**config.mk**
```make
export PLATFORM = sky130hd
export DESIGN_NAME = drop_scheduler
export DESIGN_NICKNAME = d
export VERILOG_FILES = /design/src/rtl/drop_scheduler.sv
export SDC_FILE = /design/constraint.sdc
export NUM_CORES = 1
export LEC_CHECK = 0
export CORE_MARGIN = 5
export CORE_UTILIZATION = 54
export DETAILED_ROUTE_END_ITERATION = 10
export GPL_ROUTABILITY_DRIVEN = 0
export GPL_TIMING_DRIVEN = 0
export PLACE_DENSITY = 0.71
export REMOVE_ABC_BUFFERS = 1
export SLEW_MARGIN = 30
export SYNTH_ARGS = -nofsm -noshare
export SYNTH_HDL_FRONTEND = slang
export SYNTH_SLANG_ARGS = --single-unit
```
**constraint.sdc**
```tcl
create_clock -name clock -period 4.75 [get_ports clock]
set_input_delay 0.95 -clock clock [delete_from_list [all_inputs] [get_ports clock]]
set_output_delay 0.95 -clock clock [all_outputs]
set_load 0.02 [all_outputs]
```
**src/rtl/drop_scheduler.sv**
```systemverilog
// drop_scheduler: level-driven rate divider issuing drop ticks over a req/ack handshake.
// Build option DROP_OVERRUN_EN: counter keeps running in HOLD and overrun_cnt counts missed ticks.
`timescale 1ns/1ps
module drop_scheduler #(
   parameter logic [27:0] BASE_PERIOD     = 28'd29_999_998,
   parameter logic [27:0] LEVEL_STEP      = 28'd4_000_000,
   parameter logic [27:0] MIN_PERIOD      = 28'd4_000_000,
   parameter logic [27:0] SOFT_PERIOD     = 28'd4,
   parameter logic [6:0]  LINES_PER_LEVEL = 7'd10,
   parameter logic [2:0]  MAX_LEVEL       = 3'd7
) (
   input  logic       clock,
   input  logic       resetn,
   input  logic       start,
   input  logic       pause,
   input  logic       soft_drop,
   input  logic       game_over,
   input  logic       lines_valid,
   input  logic [2:0] lines_cleared,
   input  logic       drop_ack,
   output logic       drop_req,
   output logic [2:0] level,
   output logic [1:0] state,
   output logic [3:0] overrun_cnt
);

   // Handshake: drop_req rises on a tick and holds until drop_ack is seen high
   // while in HOLD; drop_ack in any other state is ignored.
   typedef enum logic [1:0] {
      IDLE   = 2'b00,
      RUN    = 2'b01,
      HOLD   = 2'b10,
      PAUSED = 2'b11
   } state_t;

   state_t      state_q, state_d;
   logic [27:0] cnt_q, cnt_d;
   logic        req_d;
   logic [2:0]  level_d;
   logic [6:0]  acc_q, acc_d;
   logic [27:0] lvl_period, eff_period;
   logic [2:0]  lines_sat;
   logic [6:0]  lines_sum;
`ifdef DROP_OVERRUN_EN
   logic [3:0]  ovr_q, ovr_d;
`endif

   // Saturating subtraction: never drops below MIN_PERIOD and never wraps.
   function automatic logic [27:0] period_for(input logic [2:0] lv);
      logic [31:0] red;
      red = 32'(lv) * 32'(LEVEL_STEP);
      if (red + 32'(MIN_PERIOD) <= 32'(BASE_PERIOD))
         return BASE_PERIOD - red[27:0];
      else
         return MIN_PERIOD;
   endfunction

   assign lvl_period = period_for(level);
   assign eff_period = soft_drop ? SOFT_PERIOD : lvl_period;
   assign lines_sat  = (lines_cleared > 3'd4) ? 3'd4 : lines_cleared;
   assign lines_sum  = acc_q + {4'd0, lines_sat};
   assign state      = state_q;

   always_comb begin
      state_d = state_q;
      cnt_d   = cnt_q;
      req_d   = drop_req;
      level_d = level;
      acc_d   = acc_q;
`ifdef DROP_OVERRUN_EN
      ovr_d   = ovr_q;
`endif

      // Level changes only affect the next reload; lvl_period uses the old level here.
      if (state_q != IDLE && lines_valid) begin
         if (lines_sum >= LINES_PER_LEVEL) begin
            acc_d   = lines_sum - LINES_PER_LEVEL;
            level_d = (level >= MAX_LEVEL) ? MAX_LEVEL : level + 3'd1;
         end else begin
            acc_d = lines_sum;
         end
      end

      case (state_q)
         IDLE: begin
            if (start) begin
               state_d = RUN;
               level_d = 3'd0;
               acc_d   = 7'd0;
               cnt_d   = period_for(3'd0);
`ifdef DROP_OVERRUN_EN
               ovr_d   = 4'd0;
`endif
            end
         end
         RUN: begin
            if (pause) begin
               state_d = PAUSED;
            end else if (cnt_q == 28'd0) begin
               state_d = HOLD;
               req_d   = 1'b1;
               cnt_d   = eff_period;
            end else if (soft_drop && cnt_q > SOFT_PERIOD) begin
               cnt_d = SOFT_PERIOD;
            end else begin
               cnt_d = cnt_q - 28'd1;
            end
         end
         HOLD: begin
            if (drop_ack) begin
               req_d   = 1'b0;
               state_d = pause ? PAUSED : RUN;
            end
`ifdef DROP_OVERRUN_EN
            if (cnt_q == 28'd0) begin
               cnt_d = eff_period;
               ovr_d = (ovr_q == 4'd15) ? 4'd15 : ovr_q + 4'd1;
            end else begin
               cnt_d = cnt_q - 28'd1;
            end
`endif
         end
         default: begin
            if (!pause) state_d = RUN;
         end
      endcase

      if (game_over) begin
         state_d = IDLE;
         req_d   = 1'b0;
      end
   end

   always_ff @(posedge clock or negedge resetn) begin
      if (!resetn) begin
         state_q  <= IDLE;
         cnt_q    <= 28'd0;
         drop_req <= 1'b0;
         level    <= 3'd0;
         acc_q    <= 7'd0;
      end else begin
         state_q  <= state_d;
         cnt_q    <= cnt_d;
         drop_req <= req_d;
         level    <= level_d;
         acc_q    <= acc_d;
      end
   end

`ifdef DROP_OVERRUN_EN
   always_ff @(posedge clock or negedge resetn) begin
      if (!resetn) ovr_q <= 4'd0;
      else         ovr_q <= ovr_d;
   end
   assign overrun_cnt = ovr_q;
`else
   assign overrun_cnt = 4'd0;
`endif

endmodule
```
Word level (Yosys, flattened, before mapping). Cells that the tools add are included.

Shifts and indexed selects: 0. Multipliers: 1. Add/subtract/negate cells: 6. Reduce and logical (&&, ||, !) cells: 10. Div/mod/pow operators: 0. Muxes and demuxes: 30. Eq/ne operators: 10. Bitwise operators: 0. $lt $le $gt $ge: 5.

Operators with widths (number): 2-to-1 mux 28 bit (6); one-hot mux 28 bit (2 select lines) (1); > comparator 28 x 3 -> 1 bit (second input constant) (1); logical NOT 28 bit (1); 2-to-1 mux 7 bit (4); subtractor 28 x 1 -> 28 bit (second input constant) (1); adder 25 x 22 -> 26 bit (second input constant) (1); <= comparator 26 x 25 -> 1 bit (second input constant) (1); subtractor 25 x 25 -> 26 bit (first input constant) (1); 2-to-1 mux 3 bit (6); multiplier 3 x 14 -> 17 bit (second input constant) (1); 2-to-1 mux 2 bit (7); inequality test 3 bit (second input constant) (4); AND reduction 4 bit (2); adder 7 x 3 -> 7 bit (1); >= comparator 7 x 4 -> 1 bit (second input constant) (1); subtractor 7 x 4 -> 7 bit (second input constant) (1); one-hot mux 2 bit (3 select lines) (1); inequality test 5 x 1 -> 1 bit (second input constant) (1); 2-to-1 mux 1 bit (4); inequality test 2 bit (second input constant) (2); inequality test 4 bit (second input constant) (1); nonzero test 2 bit (2); adder 3 x 1 -> 3 bit (second input constant) (1); other kinds (9) (10).

Memory bits (read-only): 0. Memories kept: 0. Latch bits: 0. Memory bits (writable): 0. Flip-flop bits (word level): 41.

Depth between registers and ports, before layout. Gate-level depths: netlist of run 1.

Word-level depth: 8. Depth in mapped cells: 12. Depth with buffers taken out: 11.

Worst setup path after synthesis of run 1. Ideal clock, no wire load.

Kind: register -> register. Start: register level[1]. End: register cnt_q[15]. Clock period less this slack: 3.875 ns. Setup time: 0.124 ns. Buffers on the path: 1. Setup slack: 0.875 ns. Required time: 4.626 ns. Arrival: 3.751 ns. Cell stages (with the launch flop): 13. Cells stage by stage: dfrtp_1 clkbuf_1 inv_1 fa_1 inv_1 fa_1 and3_1 or2_2 xnor2_1 a221o_1 o21ai_1 a21oi_1 a211o_1.

Word-level cells in the longest chain between the ends: 8. Elaborated cells on any way between the ends: 9. Classes of those cells: add/sub (2); mul (1); order compare (1); mux (5).

Ends and longest elaborated chain: start, declared (RTL line 22) `output logic [2:0] level,`; start signal, assigned (RTL line 145) `level <= level_d;`; multiplier 3 x 14 -> 17 bit * (RTL line 51) `red = 32'(lv) * 32'(LEVEL_STEP);`; adder 25 x 22 -> 26 bit (RTL line 52) `if (red + 32'(MIN_PERIOD) <= 32'(BASE_PERIOD))`; <= comparator 26 x 25 -> 1 bit (RTL line 52); 2-to-1 mux 28 bit * (RTL line 52); 2-to-1 mux 28 bit * (RTL line 59) `assign eff_period = soft_drop ? SOFT_PERIOD : lvl_period;`; 2-to-1 mux 28 bit * (RTL line 99) `end else if (cnt_q == 28'd0) begin`; 2-to-1 mux 28 bit * (RTL line 97) `if (pause) begin`; one-hot mux 28 bit (2 select lines) * (RTL line 84) `case (state_q)`; end signal, assigned (RTL line 143) `cnt_q <= cnt_d;`; end, declared (RTL line 37) `logic [27:0] cnt_q, cnt_d;`.

Every way passes the cells marked *; elsewhere a longest branch is shown, timed or not. The select of a mux whose other input is x is not followed. A chain may end at the register's enable or synchronous reset.

Worst setup path after layout of run 1.
Start: register level[1]. End: register cnt_q[22].

The elaborated chain is that of the path after synthesis.

==> qor.yml, run 1 <==
run_status:
  outcome: "finished clean"
setup_path:
  crit_path_cell_trace: "inv_1 > fa_1 > inv_1 > fa_1 > xor2_1 > nor4b_1 > o21ai_0 > a31oi_1 > nor2_1 > or2_2 > o311ai_0"
  crit_path_end_kind: "register"
  worst_ep_required_time_ns: 4.94
  crit_path_max_fanout: 14
  crit_arrival_ns: 4.51
  cpMaxStageDelayCell: "dfrtp_1"
  worstSetupPathType: "register to register"
  cpPeakStageDelay_ns: 0.66
  startpoint_type: "register"
yosys:
  ys.flop_type: "dfrtp_1"
  synth_area_sq_um: 3740
  syn_area_per_cell_sq_um: 7.83
  synthCells: 477
  synth-edff-count: 0
  ys_seq_area_frac: 0.275
  ys_ff_latch: 41
  yosysWarningCount: 0
  ys_types: 68
  synthArstFlopShare: 1.00
run:
  maxCapViolCount: 0
global_routing:
  grt_pass1_wl_microns: 15700
  grt_start_max_net_pins: 34
  grt_usage: 0.221
  antenna_found_initial: 0
  globalRouteOverflowTotal: 0
  grt_pass1_vias: 3325
power_and_ir_drop:
  power.density_nw_per_um2: 613
  p_leak_nw: 1.58
  irDropWorstVdd_v: 0.000400
detailed_routing:
  drt_pass1_iterations: 6
  wire_per_inst_microns: 16.9
  post_drt_via_cell_ratio: 6.53
  drt_wl_total_microns: 9440
  drt_iter0_markers: 247
  num_vias: 3649
  drtAntennaViolNets: 0
  drc_errors: 0
sta:
  fin_skew_ns: 0.0126
  fmax_mhz: 232
  tns_ns: 0
  min_period_ns: 4.32
  finalHoldViolCount: 0
  worst_slack_ns: 0.431
  setup_violations: 0
  holdWs_ns: 0.545
  drv_slew: 0
  relSlewSlack: 0.496
  post-route-period-util: 0.909
  worst_slew_pin_slew_ns: 0.749
  rsz0062_at_grt: "no"
die:
  start_util: 0.553
  die_h_microns: 93.2
  die_area_sq_um: 8680
  die_w_microns: 93.2
  num_rows: 30
  pin_count: 21
  core-area_sq_um: 6760
finish:
  layout_common_cells: "nand2_1 (62), nor2_1 (51), dfrtp_1 (41)"
  areaGrowthSynthToFinish_pct: 8.14
  final_common_cell: "nand2_1"
  antenna_cells: 0
  drive_gt1_frac: 0.0459
  final_cells: 559
  finish.net_count: 516
clocking:
  cts_setup_buffers: 0
  tritoncts: "built"
  path_clk_slew_ns: 0.09
  cts_hold_buf: 0
  clock_latency_ns: 0.30
  cts_made_buffers: 5
  htree_levels: 2
  clock-root-buffer: "clkbuf_8"
  cts.sink_count: 41
  clk_path_buf_depth: 2
  cts_resized: 0
placed_design:
  preCtsSetupSlack_ns: 0.471
  dp_cells: 551
  dpl.hpwl_microns: 7030
  port_buffers: 16
worst_hold_path:
  hp-class: "register to register"
-- per-layer routing --
metal  GRT usage  vias to the layer above  share of wire
met3      0.0298                       12          0.056
met2       0.377                      122           0.48
met4      0.0574                        0          0.012
met5           0                        -              0
met1       0.296                     1755           0.45
li1            -                     1760              -
-- worst max-delay path, delay by kind of cell, from the launching register on --
family                     cells  cell delay (ns)
adders and majority gates      2             1.02
and+or+nand+nor                3             0.89
AOI/OAI and AO/OA              3             0.74
DFF                            1             0.66
xor gates and xnor gates       1             0.51
buffers and inverters          2             0.38
-- cell type report --
type                    count  area [sq um]
clock buffers               6          72.6
clock inverters             2          38.8
fillers                   627          2720
inverters                  18          67.6
multi-input cells         394          2540
flip-flops and latches     41          1030
well taps                  80           100
repair buffers             18           190
-- where the power goes --
| part | internal [mW] | switching, mW |
|---|---|---|
| registers | 0.441 | 0.158 |
| clock network | 0.158 | 0.133 |
| logic | 0.628 | 0.960 |
-- registers in the layout, indices dropped and copies added (netlist names) --
signal / count
state: 2
level: 3
acc_q: 7
cnt_q: 28
drop_req: 1
-- synthesized netlist by cell type, types with 10 or more instances --
cell type,count,area [sq um]
xnor2_1,13,114
or3_1,10,62.6
clkbuf_1,17,63.8
ha_1,23,288
nor2_1,51,191
o31ai_1,10,75.1
dfrtp_1,41,1030
o21ai_0,30,150
inv_1,18,67.6
a21oi_1,23,115
nor4_1,10,62.6
nor3_1,20,100
nand2_1,62,233
-- cell families (layout without fill, tap and decap cells) --
| group | Yosys count | in the layout | share of synthesized area |
|---|---|---|---|
| AND/OR/NAND/NOR | 194 | 194 | 0.249 |
| multiplexers | 3 | 3 | 0.00837 |
| AO/OA/AOI/OAI | 147 | 147 | 0.273 |
| flip-flops | 41 | 41 | 0.275 |
| adder cells (fa/ha/maj) | 28 | 28 | 0.101 |
| XOR/XNOR | 18 | 18 | 0.0422 |
| other | 1 | 4 | 0.00100 |
| buffers and inverters | 45 | 44 | 0.0506 |
-- stage by stage --
stage                      util  power [mW]  instance area [sq um]
after CTS                 0.598        2.47                   4040
final                     0.598        2.48                   4040
after global routing      0.598        2.70                   4040
after floorplan               -        1.77                   3630
after detailed placement  0.581        2.17                   3930
after global placement    0.575        2.12                   3890
-- final timing paths --
path	start	end	slack [ns]	cells past startpoint
min reg2reg	cnt_q[15]$_DFFE_PN0P_	cnt_q[15]$_DFFE_PN0P_	0.55	1
max	level[1]$_DFF_PN0_	cnt_q[22]$_DFFE_PN0P_	0.43	11
min in group asynchronous	resetn	drop_req$_DFFE_PN0P_	0.60	1
max in group asynchronous	resetn	level[2]$_DFF_PN0_	3.64	2
max reg2reg	level[1]$_DFF_PN0_	cnt_q[22]$_DFFE_PN0P_	0.43	11
min	cnt_q[15]$_DFFE_PN0P_	cnt_q[15]$_DFFE_PN0P_	0.55	1
(Power assumes the default switching activity.)
==> inputs of run 2 (changes only) <==
ABC_CLOCK_PERIOD_IN_PS = 4750   (was not set)
==> results of run 2 <==
Same layout as run 1: the final DEF is identical, and so are final timing and power.
==> inputs of run 3 (changes only) <==
CELL_PAD_IN_SITES_DETAIL_PLACEMENT = 1   (was not set)
CELL_PAD_IN_SITES_GLOBAL_PLACEMENT = 2   (was not set)
CORE_UTILIZATION = 36   (was 54)
PLACE_DENSITY = 0.78   (was 0.71)
==> qor.yml, run 3 (synthesis gave the netlist of run 1 again) <==
run_status:
  outcome: "finished clean"
setup_path:
  startpoint_type: "register"
  crit_arrival_ns: 4.45
  cpMaxStageDelayCell: "fa_1"
  cpPeakStageDelay_ns: 0.56
  worst_ep_required_time_ns: 4.94
  crit_path_cell_trace: "inv_1 > fa_1 > inv_1 > fa_1 > and3_1 > or2_2 > xnor2_1 > a221o_1 > o21ai_1 > a21oi_1 > a211o_1"
  crit_path_end_kind: "register"
  worstSetupPathType: "register to register"
  crit_path_max_fanout: 11
detailed_routing:
  num_vias: 3606
  drt_pass1_iterations: 4
  drt_iter0_markers: 170
  drtAntennaViolNets: 0
  drt_wl_total_microns: 11400
  drc_errors: 0
  post_drt_via_cell_ratio: 5.87
  wire_per_inst_microns: 18.6
power_and_ir_drop:
  power.density_nw_per_um2: 626
  irDropWorstVdd_v: 0.000257
  p_leak_nw: 1.57
  power_mw: 2.57
clocking:
  cts_hold_buf: 0
  cts_setup_buffers: 0
  cts_made_buffers: 5
  tritoncts: "built"
  cts.sink_count: 41
  clock_latency_ns: 0.31
  clock-root-buffer: "clkbuf_8"
  path_clk_slew_ns: 0.08
  htree_levels: 2
  clk_path_buf_depth: 2
  cts_resized: 0
finish:
  stdcell_area_sq_um: 4100
  top_register: "cnt_q"
  antenna_cells: 0
  layout_common_cells: "nand2_1 (62), nor2_1 (51), dfrtp_1 (40)"
  largest_register_ffs: 28
  drive_gt1_frac: 0.0481
  fin_util: 0.401
  final_common_cell: "nand2_1"
  final_cells: 614
  finish.net_count: 515
  areaGrowthSynthToFinish_pct: 9.71
  largest_registers: "cnt_q x28, acc_q x7, level x3"
die:
  pin_count: 21
  die_h_microns: 112
  num_rows: 37
  start_util: 0.365
  core-area_sq_um: 10200
  die_area_sq_um: 12500
  die_w_microns: 112
sta:
  min_period_ns: 4.26
  finalHoldViolCount: 0
  drv_slew: 0
  setup_violations: 0
  worst_slew_pin_slew_ns: 0.812
  post-route-period-util: 0.898
  rsz0062_at_grt: "no"
  relSlewSlack: 0.454
  fin_skew_ns: 0.0217
  holdWs_ns: 0.537
  fmax_mhz: 235
  worst_slack_ns: 0.486
  tns_ns: 0
placed_design:
  dp_cells: 606
  dpl_cell_area_sq_um: 3970
  dpl.hpwl_microns: 8600
  preCtsSetupSlack_ns: 0.259
  port_buffers: 16
global_routing:
  grt_start_max_net_pins: 42
  antenna_found_initial: 0
  globalRouteOverflowTotal: 0
  grt_pass1_wl_microns: 19100
  grt_pass1_vias: 3739
  grt_usage: 0.183
run:
  maxCapViolCount: 0
worst_hold_path:
  hp-class: "register to register"
run 3: changes by cell type in the layout (fill, tap and decap cells not counted), sizes merged:
| cell | before | now |
|---|---|---|
| buf | 3 | 2 |
| clkinv | 1 | 0 |
| clkbuf | 6 | 7 |
run 3: worst paths after layout:
| path | cells past startpoint | start | slack (ns) | end |
|---|---|---|---|---|
| hold / removal | 1 | cnt_q[15]$_DFFE_PN0P_ | 0.54 | cnt_q[15]$_DFFE_PN0P_ |
| setup reg to reg | 11 | level[0]$_DFF_PN0_ | 0.49 | cnt_q[15]$_DFFE_PN0P_ |
| min in group asynchronous | 1 | resetn | 0.64 | cnt_q[26]$_DFFE_PN0P_ |
| max in group asynchronous | 1 | resetn | 3.67 | level[1]$_DFF_PN0_ |
| setup / recovery | 11 | level[0]$_DFF_PN0_ | 0.49 | cnt_q[15]$_DFFE_PN0P_ |
| hold reg to reg | 1 | cnt_q[15]$_DFFE_PN0P_ | 0.54 | cnt_q[15]$_DFFE_PN0P_ |
run 3: layout make-up:
cell class                      count  area [sq um]
Fill cell                        1277          6130
Multi-Input combinational cell    394          2550
Inverter                           18          67.6
Timing Repair Buffer               17           165
Clock buffer                        7          86.3
Sequential cell                    41          1030
Tap cell                          136           170
Clock inverter                      1          30.0
run 3: power by group:
group,switching (mW),internal (mW)
combinational,1.02,0.634
sequential,0.161,0.442
clock,0.136,0.172
total,1.32,1.25
run 3: worst max-delay path: cells and delay by family (launching register included):
| family | cells | cell delay (ns) |
|---|---|---|
| AO/OA/AOI/OAI | 4 | 1.45 |
| XOR/XNOR | 1 | 0.17 |
| adder cells (fa/ha/maj) | 2 | 1.05 |
| AND/OR/NAND/NOR | 2 | 0.60 |
| flip-flops | 1 | 0.55 |
| buffers and inverters | 2 | 0.33 |
run 3: layer usage:
layer	vias up	track usage	routed length, microns
met5	-	0	0
met2	47	0.317	5580
met3	10	0.0212	270
li1	1749	-	-
met4	0	0.0462	151
met1	1800	0.241	5410
